--- src/rtl/stream_frame_pkg.sv ---
// Shared types and constants for the stream frame writer and its LFSR.
package stream_frame_pkg;

  typedef enum logic [2:0] {
    IDLE    = 3'd0,
    HEADER  = 3'd1,
    PAYLOAD = 3'd2,
    CHECK   = 3'd3,
    DONE    = 3'd4
  } state_e;

  localparam logic [7:0]  HDR_MAGIC_DEF      = 8'hA5;
  localparam logic [15:0] LFSR_ZERO_SEED_DEF = 16'hACE1;
  // Taps 16,14,13,11 expressed as bit positions 15,13,12,10.
  localparam logic [15:0] LFSR_TAPS          = 16'hB400;

  localparam logic PAT_INC  = 1'b0;
  localparam logic PAT_LFSR = 1'b1;

  function automatic logic [15:0] lfsr_next(input logic [15:0] v);
    return {v[14:0], ^(v & LFSR_TAPS)};
  endfunction

endpackage

--- src/rtl/lfsr16.sv ---
// Loadable 16-bit Fibonacci LFSR; a zero seed is replaced so it never locks up.
module lfsr16
  import stream_frame_pkg::*;
#(
  parameter logic [15:0] ZERO_SEED = LFSR_ZERO_SEED_DEF
) (
  input  logic        clock1,
  input  logic        reset,
  input  logic        load,
  input  logic        step,
  input  logic [15:0] seed,
  output logic [15:0] value,
  output logic [15:0] next_value
);

  logic [15:0] value_q, value_d;

  always_comb begin
    value_d = value_q;
    if (load) begin
      value_d = (seed == 16'h0000) ? ZERO_SEED : seed;
    end else if (step) begin
      value_d = lfsr_next(value_q);
    end
  end

  always_ff @(posedge clock1 or posedge reset) begin
    if (reset) value_q <= '0;
    else       value_q <= value_d;
  end

  assign value      = value_q;
  assign next_value = lfsr_next(value_q);

endmodule

--- src/rtl/stream_frame_writer.sv ---
// Framed burst source for the buffer write port: header, payload, optional checksum.
// Checksum word is enabled by defining STREAM_FRAME_WRITER_CHECKSUM_EN.
//
// state   | meaning
// IDLE    | waiting for start; parameters latched on start
// HEADER  | presenting {HDR_MAGIC,length}
// PAYLOAD | presenting payload words, rem_q counts down what is left
// CHECK   | presenting the 16-bit sum of header and payload
// DONE    | one cycle with write request dropped; raises done
module stream_frame_writer
  import stream_frame_pkg::*;
#(
  parameter logic [7:0]  HDR_MAGIC      = HDR_MAGIC_DEF,
  parameter logic [15:0] LFSR_ZERO_SEED = LFSR_ZERO_SEED_DEF
) (
  input  logic        clock1,
  input  logic        reset,
  input  logic        start,
  input  logic [7:0]  length,
  input  logic        pattern,
  input  logic [15:0] seed,
  input  logic        buffer_full,
  output logic [15:0] data_1,
  output logic        data_1_en,
  output logic        busy,
  output logic        done,
  output logic [8:0]  words_sent
);

  state_e      state_q, state_d;
  logic [15:0] data_q, data_d;
  logic        en_q, en_d;
  logic        busy_q, busy_d;
  logic        done_q, done_d;
  logic [8:0]  words_q, words_d;
  logic [7:0]  rem_q, rem_d;
  logic        pat_q, pat_d;
  logic [15:0] seed_q, seed_d;
`ifdef STREAM_FRAME_WRITER_CHECKSUM_EN
  logic [15:0] sum_q, sum_d;
`endif

  logic        accept;
  logic        lfsr_load, lfsr_adv;
  logic [15:0] lfsr_value, lfsr_succ;

  lfsr16 #(.ZERO_SEED(LFSR_ZERO_SEED)) u_lfsr (
    .clock1     (clock1),
    .reset      (reset),
    .load       (lfsr_load),
    .step       (lfsr_adv),
    .seed       (seed),
    .value      (lfsr_value),
    .next_value (lfsr_succ)
  );

  // Same condition the buffer uses to write, so nothing is lost while full.
  assign accept = en_q & ~buffer_full;

  always_comb begin
    state_d   = state_q;
    data_d    = data_q;
    en_d      = en_q;
    busy_d    = busy_q;
    done_d    = 1'b0;
    words_d   = words_q;
    rem_d     = rem_q;
    pat_d     = pat_q;
    seed_d    = seed_q;
    lfsr_load = 1'b0;
    lfsr_adv  = 1'b0;
`ifdef STREAM_FRAME_WRITER_CHECKSUM_EN
    sum_d     = sum_q;
`endif

    if (accept) words_d = words_q + 9'd1;

    case (state_q)
      IDLE: begin
        if (start) begin
          rem_d     = length;
          pat_d     = pattern;
          seed_d    = seed;
          lfsr_load = 1'b1;
          data_d    = {HDR_MAGIC, length};
          en_d      = 1'b1;
          busy_d    = 1'b1;
          words_d   = 9'd0;
`ifdef STREAM_FRAME_WRITER_CHECKSUM_EN
          sum_d     = {HDR_MAGIC, length};
`endif
          state_d   = HEADER;
        end
      end

      HEADER: begin
        if (accept) begin
          if (rem_q != 8'd0) begin
            data_d  = (pat_q == PAT_LFSR) ? lfsr_value : seed_q;
            state_d = PAYLOAD;
          end else begin
`ifdef STREAM_FRAME_WRITER_CHECKSUM_EN
            data_d  = sum_q;
            state_d = CHECK;
`else
            en_d    = 1'b0;
            busy_d  = 1'b0;
            state_d = DONE;
`endif
          end
        end
      end

      PAYLOAD: begin
        if (accept) begin
          rem_d = rem_q - 8'd1;
`ifdef STREAM_FRAME_WRITER_CHECKSUM_EN
          sum_d = sum_q + data_q;
`endif
          if (rem_q == 8'd1) begin
`ifdef STREAM_FRAME_WRITER_CHECKSUM_EN
            data_d  = sum_q + data_q;
            state_d = CHECK;
`else
            en_d    = 1'b0;
            busy_d  = 1'b0;
            state_d = DONE;
`endif
          end else if (pat_q == PAT_LFSR) begin
            lfsr_adv = 1'b1;
            data_d   = lfsr_succ;
          end else begin
            data_d = data_q + 16'd1;
          end
        end
      end

`ifdef STREAM_FRAME_WRITER_CHECKSUM_EN
      CHECK: begin
        if (accept) begin
          en_d    = 1'b0;
          busy_d  = 1'b0;
          state_d = DONE;
        end
      end
`endif

      DONE: begin
        done_d  = 1'b1;
        state_d = IDLE;
      end

      default: state_d = IDLE;
    endcase
  end

  always_ff @(posedge clock1 or posedge reset) begin
    if (reset) begin
      state_q <= IDLE;
      data_q  <= '0;
      en_q    <= 1'b0;
      busy_q  <= 1'b0;
      done_q  <= 1'b0;
      words_q <= '0;
      rem_q   <= '0;
      pat_q   <= PAT_INC;
      seed_q  <= '0;
`ifdef STREAM_FRAME_WRITER_CHECKSUM_EN
      sum_q   <= '0;
`endif
    end else begin
      state_q <= state_d;
      data_q  <= data_d;
      en_q    <= en_d;
      busy_q  <= busy_d;
      done_q  <= done_d;
      words_q <= words_d;
      rem_q   <= rem_d;
      pat_q   <= pat_d;
      seed_q  <= seed_d;
`ifdef STREAM_FRAME_WRITER_CHECKSUM_EN
      sum_q   <= sum_d;
`endif
    end
  end

  assign data_1     = data_q;
  assign data_1_en  = en_q;
  assign busy       = busy_q;
  assign done       = done_q;
  assign words_sent = words_q;

endmodule
--- config.mk ---
export PLATFORM = sky130hd
export DESIGN_NAME = stream_frame_writer
export DESIGN_NICKNAME = d
export VERILOG_FILES = /design/src/rtl/stream_frame_pkg.sv /design/src/rtl/lfsr16.sv /design/src/rtl/stream_frame_writer.sv
export SDC_FILE = /design/constraint.sdc
export NUM_CORES = 1
export LEC_CHECK = 0
export ABC_AREA = 1
export BUFFER_PORTS_ARGS = -buffer_cell sky130_fd_sc_hd__buf_4
export CAP_MARGIN = 10
export CELL_PAD_IN_SITES_DETAIL_PLACEMENT = 0
export CELL_PAD_IN_SITES_GLOBAL_PLACEMENT = 1
export CORE_ASPECT_RATIO = 1.25
export CORE_MARGIN = 1
export CORE_UTILIZATION = 42
export DETAILED_ROUTE_END_ITERATION = 6
export HOLD_SLACK_MARGIN = 0.12
export PLACE_DENSITY_LB_ADDON = 0.1
export SLEW_MARGIN = 0
export SYNTH_ARGS = -nofsm -noshare
export SYNTH_HDL_FRONTEND = slang
export SYNTH_SLANG_ARGS = --single-unit
--- constraint.sdc ---
create_clock -name clock1 -period 2.6 [get_ports clock1]
set_input_delay 0.13 -clock clock1 [delete_from_list [all_inputs] [get_ports clock1]]
set_output_delay 0.13 -clock clock1 [all_outputs]
set_load 0.01 [all_outputs]
Word level (Yosys, flattened, before mapping)
Index checks and enable logic that the tools add are counted.
Cells by class
  add/sub/neg operators: 3
  equality and inequality tests: 11
  multiplexer cells: 36
  bitwise gates (word level): 2
  reduce and logical (&&, ||, !) cells: 12
Operators with widths (count)
  16-bit two-way mux: 10
  16-bit case mux with 3 select lines: 1
  9-bit two-way mux: 3
  16-bit by 1-bit adder with 16-bit output (second input constant): 1
  16-bit logical NOT: 1
  8-bit two-way mux: 2
  8-bit case mux with 2 select lines: 1
  16-bit XOR reduction: 1
  3-bit two-way mux: 5
  2-bit != test (second input constant): 7
  1-bit two-way mux: 12
  6-bit AND reduction: 2
  9-bit by 1-bit adder with 9-bit output (second input constant): 1
  3-bit case mux with 3 select lines: 1
  8-bit by 1-bit equality test with 1-bit output (second input constant): 1
  8-bit nonzero test: 1
  8-bit by 1-bit subtractor with 8-bit output (second input constant): 1
  4-bit AND reduction: 1
  2-bit nonzero test: 2
  3-bit by 1-bit equality test with 1-bit output (second input constant): 1
  3-bit by 2-bit equality test with 1-bit output (second input constant): 1
  3-bit equality test (second input constant): 1
  3-bit logical NOT: 1
  1-bit case mux with 3 select lines: 1
  5 further kinds: 5
Word-level totals
  register bits: 71
  input port bits: 29
  output and inout bits: 28
  logic and storage cells: 73

Depth between registers and ports, before layout
Gate-level depths: netlist of the first run.
  word-level depth: 6
  mapped depth: 11
  gate-level depth less buffers: 11

Cells and area by module
A second synthesis of the first run with hierarchy kept.
Second synthesis, totals
  cell total of the unflattened synthesis: 662
  area, all modules: 4536.9 sq um
By module, submodules not included
  stream_frame_writer: instances 1, cells each 519, area each 3487.1 sq um, sequential area each 1376.3 sq um
  lfsr16: instances 1, cells each 143, area each 1049.8 sq um, sequential area each 400.4 sq um

Worst setup path before layout of the first run
OpenSTA, ideal clock, no wires.
  path type: reg2reg
  start: register data_q[0], in the netlist data_1[0]
  end: register data_q[6], in the netlist data_1[6]
  setup time: 0.129 ns
  arrival: 1.361 ns
  data required time: 2.471 ns
  slack: 1.110 ns
  stages on the path, launching flop included: 9
  buffers on the path: 0
  clock period less this slack: 1.490 ns
  path through: dfrtp_1 > ha_1 > nand2_1 > nor2_1 > nand2_1 > nand3_1 > a21oi_1 > o21ai_0 > o21ai_0
On the way
  cells in the longest elaborated chain, start to end: 5
Ends and longest elaborated chain
  from (decl): line stream_frame_writer.sv:31  | logic [15:0] data_q, data_d;
  from (signal assigned): line stream_frame_writer.sv:173  | data_q <= data_d;
  16-bit by 1-bit adder with 16-bit output: line stream_frame_writer.sv:133  | data_d = data_q + 16'd1;
  16-bit two-way mux: line stream_frame_writer.sv:129  | end else if (pat_q == PAT_LFSR) begin
  16-bit two-way mux: line stream_frame_writer.sv:120  | if (rem_q == 8'd1) begin
  16-bit two-way mux: line stream_frame_writer.sv:115  | if (accept) begin
  16-bit case mux with 3 select lines: line stream_frame_writer.sv:78  | case (state_q)
Every way passes these cells. The select of a mux whose other input is x is not followed.
A chain may end at the register's enable or synchronous reset.

Final worst setup path of the first run
  start: register state_q[1]
  end: register data_q[7], in the netlist data_1[7]
On the way
  cells in the longest elaborated chain, start to end: 3
  elaborated cells between the ends (all ways): 11
  classes of those cells: 7 x eq/ne; 1 x mux; 3 x reduce/logical
Ends and longest elaborated chain
  from (decl): line stream_frame_writer.sv:30  | state_e state_q, state_d;
  from (signal assigned): line stream_frame_writer.sv:172  | state_q <= state_d;
  3-bit by 2-bit equality test with 1-bit output, or another cell as far along: line stream_frame_writer.sv:78
  2-bit != test (no source line) / 3-bit nonzero test (equally long branches)
  6-bit AND reduction (no source line)
Parallel ways exist; a longest one is shown, timed or not.

==> flow_summary_export.csv, run 1 <==
group,metric,value,unit
status,status,"finished clean",
clocking,clockRootBuffer,"clkbuf_16",
global_routing,grt_pass1_vias,4137,
synth,ys_seq_area_share,41.03,%
placement,pre_cts_ws,0.5253,ns
synth,synth.net_count,645,
synth,yosysWarnings,0,
sta,fin_tns_setup,0,ns
synth,yosys.area_share.simple,31.98,%
synth,synth_xor_area_share,1.011,%
cells_and_area,nets,721,
global_routing,antenna_found_initial,0,
setup_path,r2r_start,"state_q[1]$_DFFE_PP0P_",
placement,place_congestion,0.8170,
clocking,cts_buffers,9,
pwr,leakagePower,2.701,nW
synth,async_reset_ff_share,100.0,%
synth,yosys-top-cells-count,"nand2_1 (191), dfrtp_1 (71), nor2_1 (69), inv_1 (65), o21ai_0 (56)",
pwr,ir_worst_vdd,0.5146,mV
die,fp.dieArea,10720,µm²
clocking,post-cts-setup-buffers,0,
clocking,cts_resized,0,
setup_path,crit_top_cell,"nor2_1",
drt,drc,0,
sta,min_period,2.104,ns
pwr,power.density,1303,nW/µm²
drt,wl_per_cell,14.26,µm
drt,drt_iter0_drc,184,
die,dieWidth,92.82,µm
setup_path,max_stage_delay,0.43,ns
sta,hold_viol_final,0,
clocking,clk_latency,0.33,ns
synth,synth-seq-cells,71,
synth,synth_top_family_by_area,"simple AND/OR/NAND/NOR gates",
synth,synth.most_common_cell,"nand2_1",
synth,syn_avg_cell_area,7.087,µm²
sta,clock_skew,0.005890,ns
setup_path,critPathMaxFanout,19,
sta,worstMarginPinSlew,0.6349,ns
clocking,cts_sinks,71,
cells_and_area,syn_to_final_growth,26.09,%
die,dieHeight,115.5,µm
clocking,ctsLongestPathBuffers,2,
synth,syn-cell-area,4330,µm²
drt,vias_per_cell,5.108,
synth,synth.area.top_cells,"dfrtp_1 (41%), nand2_1 (17%), o21ai_0 (6.5%)",
synth,synth_top_area_cell,"dfrtp_1",
drt,vias,4194,
setup_path,worstSetupStartpoint,"state_q[1]$_DFFE_PP0P_",
setup_path,worstPathCellList,"inv_2 -> nand3_2 -> inv_1 -> nor2_1 -> inv_1 -> nand3_2 -> nor2_8 -> nand3_1 -> nor2_1 -> nor2_1",
synth,synth_fa_ha_area_share,1.445,%
sta,setup_violations,0,
synth,synth-compound-area-share,15.43,%
setup_path,path_class,"register to register",
clocking,cts_tree,"yes",
global_routing,grt_max_degree,48,
cells_and_area,antennaDiodeCount,0,
drt,totalWireLength,11710,µm
synth,muxShareOfSynthArea,0,%
die,placementRows,41,
synth,ys.flop_type,"dfrtp_1",
placement,port_buffers,56,
setup_path,crit_slowest_cell,"dfrtp_1",
sta,rsz0062_at_grt,"false",
global_routing,grt_pass1_wl,19700,µm
sta,max_freq,0.4753,GHz
die,start_util,43.07,%
hold_path,hp-class,"primary input to register",
cells_and_area,layout-drive-gt1-share,15.75,%
clocking,cts.reportedPaths.clkPinSlew,0.06,ns
drt,postRouteAntennaNets,0,
sta,fin_ws,0.4961,ns
sta,fin_crit_sh,80.92,%
synth,synth_top_area_share,41.03,%
setup_path,start_kind,"register",
sta,slew_violations,0,
die,io_pins,57,
global_routing,grt-ovfl-total,0,
flow_run,max_cap_violations,0,
global_routing,grt_use_total,23.59,%
sta,slew_headroom,57.62,%
setup_path,crit_arrival,2.33,ns
setup_path,cp-end-kind,"register",
drt,first_pass_iters,5,
placement,dpl.hpwl,8694,µm
synth,synth_cell_types,38,
synth,synth-edff-count,0,
hold_path,min_from,"length[4]",
clocking,htree_levels,3,
setup_path,worst_ep_required_time,2.82,ns
die,core,10050,µm²
synth,syn_inst,611,
-- final cells by class --
type,instances,area (µm²)
tap,129,161.4
sequential,71,1777
clock buffer,11,252.7
multi-input combinational,449,2160
fill,1002,4594
timing repair buffer,87,723.2
inverter,69,259.0
clock inverter,5,127.6
-- stage by stage --
step                      utilization (%)  std cells  hold slack [ns]  cell area (µm²)  power [W]
after global placement              48.23        782           0.2279             4850   0.005486
after floorplan                         -        611           0.2510             4330   0.004602
after detailed placement            48.23        782           0.2285             4850   0.005541
after global routing                54.31        821           0.1854             5460   0.007785
after CTS                           54.31        821           0.1204             5460   0.007162
final                               54.31        821           0.1410             5460   0.007113
-- worst max-delay path, delay by kind of cell, from the launching register on --
family                 cells  cell delay, ns
buffers and inverters      3            0.58
flip-flops                 1            0.43
AND/OR/NAND/NOR            7            0.98
-- where the power goes --
group	leakage (nW)	switching (W)	internal, W
sequential	0.868	0.000451	0.00161
clock	0.182	0.000468	0.00109
combinational	1.65	0.00221	0.00128
total	2.70	0.00313	0.00398
-- cells in the final DEF, fill, tap and decap left out, types with 2 or more instances in the layout --
| cell | Yosys | final |
|---|---|---|
| a21oi_1 | 27 | 27 |
| a21oi_2 | 4 | 4 |
| a22oi_1 | 2 | 2 |
| a31oi_1 | 10 | 10 |
| buf_4 | 5 | 63 |
| bufinv_16 | 0 | 4 |
| clkbuf_16 | 0 | 9 |
| clkbuf_8 | 0 | 2 |
| dfrtp_1 | 71 | 71 |
| dlygate4sd3_1 | 0 | 23 |
| ha_1 | 5 | 5 |
| inv_1 | 65 | 64 |
| inv_2 | 3 | 4 |
| nand2_1 | 191 | 191 |
| nand2_4 | 4 | 4 |
| nand3_1 | 25 | 25 |
| nand3_2 | 3 | 3 |
| nand4_1 | 8 | 8 |
| nor2_1 | 69 | 69 |
| nor2_2 | 6 | 6 |
| nor2_4 | 2 | 2 |
| nor3_1 | 5 | 5 |
| nor4_1 | 4 | 4 |
| o211ai_1 | 8 | 8 |
| o21a_1 | 3 | 3 |
| o21ai_0 | 56 | 56 |
| o21ai_2 | 2 | 2 |
| o21bai_1 | 2 | 2 |
| xnor2_1 | 3 | 3 |
| xor2_1 | 2 | 2 |
-- final timing paths --
path,depth (start not counted),slack (ns),endpoint
worst max-delay path,10,0.50,data_1[7]$_DFFE_PP0P_
worst min-delay path,5,0.14,data_1[4]$_DFFE_PP0P_
worst max register to register,10,0.50,data_1[7]$_DFFE_PP0P_
worst min register to register,2,0.48,seed_q[9]$_DFFE_PP0P_
max in group asynchronous,4,1.53,data_1[14]$_DFFE_PP0P_
min in group asynchronous,3,0.42,words_sent[6]$_DFF_PP0_
-- metal layers --
layer / share of wire (%) / vias to the layer above / global-route usage [%]
met4: 2.4 / 0 / 9.641
met5: 0 / - / 0
met2: 46 / 104 / 37.45
met3: 3.7 / 24 / 4.331
li1: - / 2119 / -
met1: 48 / 1947 / 31.84
-- registers in the layout (all words and copies together) (netlist names) --
| name | cells |
|---|---|
| words_sent | 9 |
| pat_q | 1 |
| data_1 | 16 |
| state_q | 3 |
| busy | 1 |
| seed_q | 16 |
| rem_q | 8 |
| u_lfsr.value | 16 |
| done | 1 |
-- kinds of logic (layout without fill, tap and decap cells) --
logic type / Yosys count / count (layout)
AOI/OAI and AO/OA: 117 / 117
xor gates and xnor gates: 5 / 5
adders and majority gates: 5 / 5
buffers and inverters: 91 / 172
DFF: 71 / 71
and+or+nand+nor: 322 / 322
-- timing repair --
action	4_1_cts	5_1_grt
hold buffers	23	0
endpoints found under the hold margin	57	0
endpoints found under the setup margin	0	0
Note: power is estimated with default switching activity, not from simulation.
==> run 2: changes to the inputs <==
--- a/config.mk
+++ b/config.mk
@@ -12,7 +12,7 @@
 export CELL_PAD_IN_SITES_GLOBAL_PLACEMENT = 1
 export CORE_ASPECT_RATIO = 1.25
 export CORE_MARGIN = 1
-export CORE_UTILIZATION = 42
+export CORE_UTILIZATION = 38
 export DETAILED_ROUTE_END_ITERATION = 6
 export HOLD_SLACK_MARGIN = 0.12
 export PLACE_DENSITY_LB_ADDON = 0.1
==> constraint.sdc (replaced) <==
create_clock -name clock1 -period 1.8 [get_ports clock1]
set_input_delay 0.09 -clock clock1 [delete_from_list [all_inputs] [get_ports clock1]]
set_output_delay 0.09 -clock clock1 [all_outputs]
set_load 0.01 [all_outputs]
==> run 2 against run 1 <==
Effect of this change:
- clock power grew 18%
- first-iteration DRC count is 4.3% higher
- die area increased by 10%
==> flow_summary_export.csv, run 2 (synthesis results as in run 1) <==
group,metric,value,unit
drt,drc,0,
clocking,clk_latency,0.34,ns
die,core,11080,µm²
sta,worstMarginPinSlew,0.4043,ns
drt,first_pass_iters,4,
sta,min_period,1.687,ns
setup_path,cp.buffers_inverters,4,
global_routing,grt-ovfl-total,0,
drt,drt_iter0_drc,192,
setup_path,crit_arrival,1.95,ns
clocking,clockRootBuffer,"clkbuf_16",
placement,postPlaceCellArea,4961,µm²
sta,slew_headroom,72.80,%
die,start_util,39.07,%
setup_path,reg2reg_depth,10,
cells_and_area,antennaDiodeCount,0,
pwr,p_sw,0.004657,W
pwr,ir_worst_vdd,0.5966,mV
pwr,p_seq_share,29.2,%
clocking,htree_levels,3,
setup_path,max_stage_delay,0.41,ns
drt,postRouteAntennaNets,0,
pwr,clockPowerShare,17.9,%
sta,rsz0062_at_grt,"true",
sta,clock_skew,0.006912,ns
sta,fin_ws,0.1127,ns
setup_path,critPathMaxFanout,9,
die,io_pins,57,
sta,slew_violations,0,
cells_and_area,syn_to_final_growth,28.98,%
die,dieHeight,121.4,µm
setup_path,cp-end-kind,"register",
pwr,switching_share,45.49,%
global_routing,grt_use_total,21.80,%
placement,dpl.hpwl,8927,µm
pwr,cell_internal_pwr,0.005580,W
setup_path,crit_cells,10,
setup_path,crit_top_cell,"inv_1",
setup_path,worst_ep_required_time,2.06,ns
clocking,cts_sinks,71,
setup_path,worstPathCellList,"inv_1 -> nand3_2 -> inv_1 -> nor2_1 -> inv_1 -> nand3_2 -> nor2_8 -> buf_4 -> nor2_1 -> a21oi_1",
clocking,cts_buffers,9,
drt,totalWireLength,11860,µm
drt,wl_per_cell,14.07,µm
hold_path,whs_path_depth,4,
sta,setup_violations,0,
pwr,power.density,1833,nW/µm²
sta,hold_viol_final,0,
cells_and_area,mostFrequentLayoutCells,"nand2_1 (190), buf_4 (74), dfrtp_1 (69)",
placement,place_congestion,0.8433,
die,dieWidth,97.48,µm
cells_and_area,final_area,5585,µm²
cells_and_area,final_common_cell,"nand2_1",
sta,max_freq,0.5927,GHz
cells_and_area,nets,737,
status,status,"finished clean",
pwr,leakagePower,2.764,nW
setup_path,start_kind,"register",
drt,vias,4207,
sta,hold_ws,0.1565,ns
global_routing,grt_pass1_vias,4134,
setup_path,crit_slowest_cell,"dfrtp_1",
flow_run,max_cap_violations,0,
clocking,cts_tree,"yes",
global_routing,grt_max_degree,72,
pwr,p_comb_share,52.9,%
setup_path,path_class,"register to register",
clocking,cts.reportedPaths.clkPinSlew,0.06,ns
drt,vias_per_cell,4.991,
placement,port_buffers,56,
global_routing,antenna_found_initial,0,
cells_and_area,utilization,50.40,%
placement,pre_cts_ws,0.03752,ns
sta,fin_crit_sh,93.74,%
global_routing,grt_pass1_wl,20420,µm
die,placementRows,43,
clocking,ctsLongestPathBuffers,2,
pwr,total_power,0.01024,W
setup_path,cp_top_family,"simple AND/OR/NAND/NOR gates",
cells_and_area,layout-drive-gt1-share,18.22,%
die,fp.dieArea,11830,µm²
hold_path,hp-class,"primary input to register",
==> run 2: cell types whose count changed in the layout (fill, tap and decap cells not counted), sizes merged <==
cell	delta
buf	+13
bufinv	-3
clkinvlp	+1
dlygate4sd3	+3
clkbuf	-1
clkinv	+3
==> run 2: what timing repair did <==
item	4_1_cts	5_1_grt
setup buffers	0	3
setup endpoints to repair	0	36
hold buffers	26	0
hold endpoints to repair	110	0
gates resized for setup	0	12
==> run 2: final timing paths <==
kind | startpoint | end | slack [ns]
worst min-delay path | seed[6] | seed_q[6]$_DFFE_PP0P_ | 0.16
worst min register to register | seed_q[12]$_DFFE_PP0P_ | seed_q[12]$_DFFE_PP0P_ | 0.49
worst max-delay path | state_q[2]$_DFFE_PP0P_ | data_1[15]$_DFFE_PP0P_ | 0.11
worst max register to register | state_q[2]$_DFFE_PP0P_ | data_1[15]$_DFFE_PP0P_ | 0.11
max in group asynchronous | reset | data_1[0]$_DFFE_PP0P_ | 1.05
min in group asynchronous | reset | seed_q[14]$_DFFE_PP0P_ | 0.41
==> run 2: worst register-to-register path, delay by kind of cell, from the launching register on <==
kind / cells / cell delay, ns
AND/OR/NAND/NOR: 5 / 0.58
buffers and inverters: 4 / 0.49
flip-flops: 1 / 0.41
AO/OA/AOI/OAI: 1 / 0.12
==> run 2: through the flow <==
| stage | std cells | setup TNS, ns |
|---|---|---|
| final | 843 | 0 |
| after global routing | 843 | -0.05096 |
| after CTS | 840 | 0 |
| after detailed placement | 798 | 0 |
| after global placement | 798 | 0 |
| after floorplan | 611 | 0 |
==> run 2: layer usage <==
layer | vias to the layer above | GRT usage [%] | part of all wire (%)
li1 | 2154 | - | -
met4 | 0 | 6.985 | 1.3
met2 | 86 | 35.27 | 47
met5 | - | 0 | 0
met1 | 1956 | 30.11 | 48
met3 | 11 | 3.053 | 4.1
==> run 2: power by group through the flow <==
stage,Combinational (W),Sequential (W),Clock [W]
3_5_place_dp,0.00527,0.00301,0
5_1_grt,0.00622,0.00311,0.00194
2_1_floorplan,0.00374,0.00291,0
6_report,0.00542,0.00299,0.00183
4_1_cts,0.00533,0.00298,0.00187
3_3_place_gp,0.00523,0.00299,0
==> run 2: area by class of cell <==
type	count	area, µm²
inverter	69	262.8
clock inverter	6	68.82
fill	1132	5498
clock buffer	10	239.0
timing repair buffer	103	875.8
tap	135	168.9
sequential	71	1779
multi-input combinational	449	2191
